--- config.mk ---
export PLATFORM = sky130hd
export DESIGN_NAME = bus_hold_arbiter
export DESIGN_NICKNAME = d
export VERILOG_FILES = /design/src/rtl/bus_arb_pkg.sv /design/src/rtl/rr_pick.sv /design/src/rtl/bus_hold_arbiter.sv
export SDC_FILE = /design/constraint.sdc
export NUM_CORES = 1
export LEC_CHECK = 0
export ABC_AREA = 1
export CAP_MARGIN = 25
export CORE_ASPECT_RATIO = 0.5
export CORE_MARGIN = 2
export CORE_UTILIZATION = 40
export DETAILED_ROUTE_END_ITERATION = 10
export SLEW_MARGIN = 20
export SYNTH_ARGS = -nofsm -noshare
export SYNTH_HDL_FRONTEND = slang
export SYNTH_SLANG_ARGS = --single-unit
--- constraint.sdc ---
create_clock -name CLK -period 2.2 [get_ports CLK]
set_input_delay 0.44 -clock CLK [delete_from_list [all_inputs] [get_ports CLK]]
set_output_delay 0.44 -clock CLK [all_outputs]
set_load 0.005 [all_outputs]
--- src/rtl/bus_arb_pkg.sv ---
// Shared types and default limits for the 8088 HOLD/HLDA bus arbiter.
package bus_arb_pkg;

  typedef enum logic [1:0] {
    IDLE     = 2'd0,
    REQ_HOLD = 2'd1,
    GRANT    = 2'd2,
    RELEASE  = 2'd3
  } arb_state_t;

  localparam int DEF_MAX_BURST    = 16;
  localparam int DEF_HLDA_TIMEOUT = 64;

  // Next requester index after idx, wrapping at n.
  function automatic int wrap_inc(input int idx, input int n);
    return (idx + 1 >= n) ? 0 : idx + 1;
  endfunction

endpackage

--- src/rtl/rr_pick.sv ---
// Combinational round-robin picker: first set req bit at or after ptr, wrapping.
module rr_pick #(
  parameter int NREQ = 2,
  parameter int PW   = (NREQ > 1) ? $clog2(NREQ) : 1
) (
  input  logic [NREQ-1:0] req,
  input  logic [PW-1:0]   ptr,
  output logic [NREQ-1:0] gnt,
  output logic            valid
);

  int          sum;
  logic [PW-1:0] idx;

  always_comb begin
    gnt   = '0;
    valid = 1'b0;
    sum   = 0;
    idx   = '0;
    for (int k = 0; k < NREQ; k++) begin
      sum = int'(ptr) + k;
      if (sum >= NREQ) sum = sum - NREQ;
      idx = PW'(sum);
      if (!valid && req[idx]) begin
        gnt[idx] = 1'b1;
        valid    = 1'b1;
      end
    end
  end

endmodule

--- src/rtl/bus_hold_arbiter.sv ---
// Shares the CPU local bus with NREQ requesters via HOLD/HLDA, round-robin, bounded bursts.
// HOLD follows DREQ by one cycle; DACK follows sampled HLDA by one cycle.
module bus_hold_arbiter
  import bus_arb_pkg::*;
#(
  parameter int NREQ         = 2,
  parameter int MAX_BURST    = DEF_MAX_BURST,
  parameter int HLDA_TIMEOUT = DEF_HLDA_TIMEOUT
) (
  input  logic            CLK,
  input  logic            RESET,
  input  logic [NREQ-1:0] DREQ,
  input  logic            BUS_CYCLE,
  input  logic            HLDA,
  output logic            HOLD,
  output logic [NREQ-1:0] DACK,
  output logic            BUSY,
  output logic            TIMEOUT_ERR,
  output logic            PROTO_ERR
);

  localparam int PW = (NREQ > 1) ? $clog2(NREQ) : 1;
  localparam int BW = $clog2(MAX_BURST + 1);
  localparam int TW = (HLDA_TIMEOUT > 1) ? $clog2(HLDA_TIMEOUT) : 1;

  arb_state_t      state_q, state_d;
  logic [PW-1:0]   ptr_q, ptr_d;
  logic [PW-1:0]   win_q, win_d;
  logic [BW-1:0]   burst_q, burst_d, burst_nx;
  logic [TW-1:0]   tmo_q, tmo_d;
  logic            hold_q, hold_d;
  logic [NREQ-1:0] dack_q, dack_d;
  logic            terr_q, terr_d;
  logic            perr_q, perr_d;

  logic [NREQ-1:0] pick_gnt;
  logic            pick_vld;
  logic [PW-1:0]   pick_idx;
  logic [PW-1:0]   win_inc;

  rr_pick #(.NREQ(NREQ)) u_pick (
    .req   (DREQ),
    .ptr   (ptr_q),
    .gnt   (pick_gnt),
    .valid (pick_vld)
  );

  always_comb begin
    pick_idx = '0;
    for (int i = 0; i < NREQ; i++) begin
      if (pick_gnt[i]) pick_idx = PW'(i);
    end
  end

  assign win_inc = PW'(wrap_inc(int'(win_q), NREQ));

  always_comb begin
    state_d  = state_q;
    ptr_d    = ptr_q;
    win_d    = win_q;
    burst_d  = burst_q;
    tmo_d    = tmo_q;
    hold_d   = hold_q;
    dack_d   = dack_q;
    terr_d   = terr_q;
    perr_d   = perr_q;
    // Saturating count; the pulse that reaches MAX_BURST ends the grant.
    burst_nx = burst_q;
    if (BUS_CYCLE && burst_q != BW'(MAX_BURST)) burst_nx = burst_q + BW'(1);

    case (state_q)
      IDLE: begin
        if (pick_vld) begin
          win_d   = pick_idx;
          tmo_d   = '0;
          hold_d  = 1'b1;
          state_d = REQ_HOLD;
        end
      end
      REQ_HOLD: begin
        if (HLDA) begin
          dack_d  = NREQ'(1) << win_q;
          burst_d = '0;
          state_d = GRANT;
        end else if (!DREQ[win_q]) begin
          hold_d  = 1'b0;
          state_d = RELEASE;
        end else if (tmo_q == TW'(HLDA_TIMEOUT - 1)) begin
          terr_d  = 1'b1;
          hold_d  = 1'b0;
          ptr_d   = win_inc;
          state_d = IDLE;
        end else begin
          tmo_d = tmo_q + TW'(1);
        end
      end
      GRANT: begin
        if (!HLDA) begin
          perr_d  = 1'b1;
          hold_d  = 1'b0;
          dack_d  = '0;
          ptr_d   = win_inc;
          state_d = RELEASE;
        end else begin
          burst_d = burst_nx;
          if (!DREQ[win_q] || burst_nx == BW'(MAX_BURST)) begin
            hold_d  = 1'b0;
            dack_d  = '0;
            ptr_d   = win_inc;
            state_d = RELEASE;
          end
        end
      end
      RELEASE: begin
        if (!HLDA) state_d = IDLE;
      end
      default: state_d = IDLE;
    endcase
  end

  always_ff @(posedge CLK) begin
    if (!RESET) begin
      state_q <= IDLE;
      ptr_q   <= '0;
      win_q   <= '0;
      burst_q <= '0;
      tmo_q   <= '0;
      hold_q  <= 1'b0;
      dack_q  <= '0;
      terr_q  <= 1'b0;
      perr_q  <= 1'b0;
    end else begin
      state_q <= state_d;
      ptr_q   <= ptr_d;
      win_q   <= win_d;
      burst_q <= burst_d;
      tmo_q   <= tmo_d;
      hold_q  <= hold_d;
      dack_q  <= dack_d;
      terr_q  <= terr_d;
      perr_q  <= perr_d;
    end
  end

  assign HOLD        = hold_q;
  assign DACK        = dack_q;
  assign BUSY        = (state_q != IDLE);
  assign TIMEOUT_ERR = terr_q;
  assign PROTO_ERR   = perr_q;

endmodule

==> reports/summary.txt <==
Row count: 14
Routed WL per cell: 10.3 um
Clock slew at the register clock pins of the worst setup and hold paths: 70 ps
Final hold violation count: 0
Min-delay src: TIMEOUT_ERR
Synth warn: 0
Post-Syn Nets: 201
Clock Root Buffer: clkbuf_8
Yosys top cell area share: 31.0%
Die height: 44.2 um
Port bufs: 11
Global-route wire length before repair: 4350 um
Crit path required time: 1760 ps
Ys async rst share: 0%
Io pins: 12
Largest cells by area after synthesis: dfxtp_1 31%, nand2_1 15%, ha_1 6.8%
Worst-Margin Slew: 459 ps
EDFF count, synth: 0
Post-synth top area cell: dfxtp_1
Critical R2R Launch: burst_q[1]
Leakage: 0.602 nW
Via Count: 1161
Critical Path End Type: output port
Syn Area/Cell: 6.86 um^2
Critical Path Source Type: flip-flop
Sequential share of the synthesized area: 31.0%
Final Cycle Share: 92.6%
Status: finished clean
Drt pass-1 iters: 4
# H-tree levels: 1
Sink of the worst hold path: TIMEOUT_ERR
Count leader, synth: nand2_1
Seq cells post-synth: 20
RD Place Congestion: 0.887
CTS Buf Count: 3
Final ANT Viol Nets: 0
CTS tree: built
Number of inserted diodes: 0
Kind of critical path: flip-flop to output port
Share of layout cells above drive strength 1: 12.4%
Area added between synthesis and finish: 14.6%
R2R setup slack: 440 ps
Core Util, Final: 48.8%
Max Fclk: 0.491 GHz
Nets: 217
Final setup fails: 0
Setup TNS: 0 ps
Min Tclk post-route: 2040 ps
Post-Syn Area: 1290 um^2
Clock skew: 1.53 ps
Arr. time, crit path: 1600 ps
Hold buffers post-CTS: 0
Insertion delay to the later sink of the worst-skew pair: 260 ps
Routed WL: 2480 um
WHS Path Cells: 2
# Max-Cap Violations: 0
Peak supply drop: 0.453 mV
DP Wirelength: 1970 um
Die area: 3720 um^2
Worst hold path type: flip-flop to flip-flop
Clock buffer depth: 2
DRC: 0
Starting Density: 42.6%
Top cells by count, synth: 52 x nand2_1, 20 x dfxtp_1, 19 x inv_1, 15 x a21oi_1, 15 x nor2_1
Top FF cell, synth: dfxtp_1
Die W: 84.3 um
Core ar.: 3030 um^2
Buffers inserted during post-CTS setup optimization: 0
Cts repair resizes: 0
Gr usage total: 14.7%
Total gr overflow: 0
Crit-path max FO: 8
Reg2reg path depth: 14
Vias in the first global route: 995
Max-slew violation count: 0
Pin count of the biggest net entering global routing: 15
Iter 0 DRT Violations: 65
Via/cell ratio: 4.80
Synth cell types: 29
Initial antenna violation count: 0
RSZ-0062 raised after global routing: no
Cells after Synth: 188
Pwr/cell area: 957 nW/um^2
Rel. slew slack: 69.3%
Clock sinks: 20
[cell type report]
type	instances	area (um^2)
inverter	23	86.3
multi-input combinational	142	767
clock buffer	3	41.3
sequential	20	402
fill	330	1550
timing repair buffer	14	133
tap	40	50.0
[critical path, cell delays in order, from the launching register on]
cell             delay, ps
dfxtp_2                410
inv_1                   80
ha_1                   240
inv_1                  110
clkdlybuf4s50_1        500
[power by group]
group	switching (mW)	internal [mW]
registers	0.0513	0.420
clock network	0.114	0.122
logic	0.426	0.282
total	0.591	0.824
[through the flow]
stage               cells  area (um^2)  total power [mW]  worst slack (ps)  hold slack (ps)
finish                242         1480              1.42               163              455
detailed placement    239         1440              1.19              89.3              447
CTS                   242         1480              1.44              49.3              458
floorplan             188         1290             0.996               597              444
global placement      239         1440              1.19              76.5              440
global route          242         1480              1.56              67.8              479
[kinds of logic after synthesis]
logic type | after synthesis | share of synthesized area, %
buf+inv | 26 | 9.50
compound gates | 24 | 10.8
simple gates | 106 | 38.5
fa+ha+maj | 7 | 6.79
xor+xnor | 5 | 3.39
flops | 20 | 31.0
[layer usage]
layer | GRT usage [%] | up-vias | share of wire (%)
met5 | 0 | - | 0
met4 | 2.90 | 0 | 0.44
met3 | 4.48 | 3 | 2.7
met2 | 24.0 | 9 | 45
met1 | 19.6 | 512 | 52
li1 | - | 637 | -
[worst max path at each step]
| stage | start | depth (start not counted) | slack [ps] | endpoint |
|---|---|---|---|---|
| after floorplan | burst_q[0] | 16 | 600 | DACK[1] |
| after global placement | DREQ[1] | 12 | 80 | tmo_q[4] |
| after detailed placement | DREQ[1] | 10 | 90 | tmo_q[4] |
| after CTS | state_q[0] | 4 | 50 | BUSY |
| after global routing | state_q[0] | 4 | 70 | BUSY |
| final | state_q[0] | 4 | 160 | BUSY |
[state kept, by name (all words and copies together), names as in the netlist, named ones only]
signal,flops
tmo_q,6
burst_q,5
DACK,2
HOLD,1
PROTO_ERR,1
TIMEOUT_ERR,1
ptr_q,1
state_q,1
win_q,1
[layout by cell type (no fill, tap or decap), types with 2 or more instances in the layout]
master,n
nand2_1,52
dfxtp_1,19
inv_1,19
a21oi_1,15
nor2_1,15
nand3_1,14
clkdlybuf4s50_1,11
ha_1,7
nor2_2,6
nor3_1,6
nand4_1,5
xor2_1,4
inv_2,3
clkbuf_8,3
buf_4,3
nand2_2,2
o21ai_1,2
o21ai_2,2
nand3b_1,2
No activity file was read; power rests on OpenSTA's default activity.
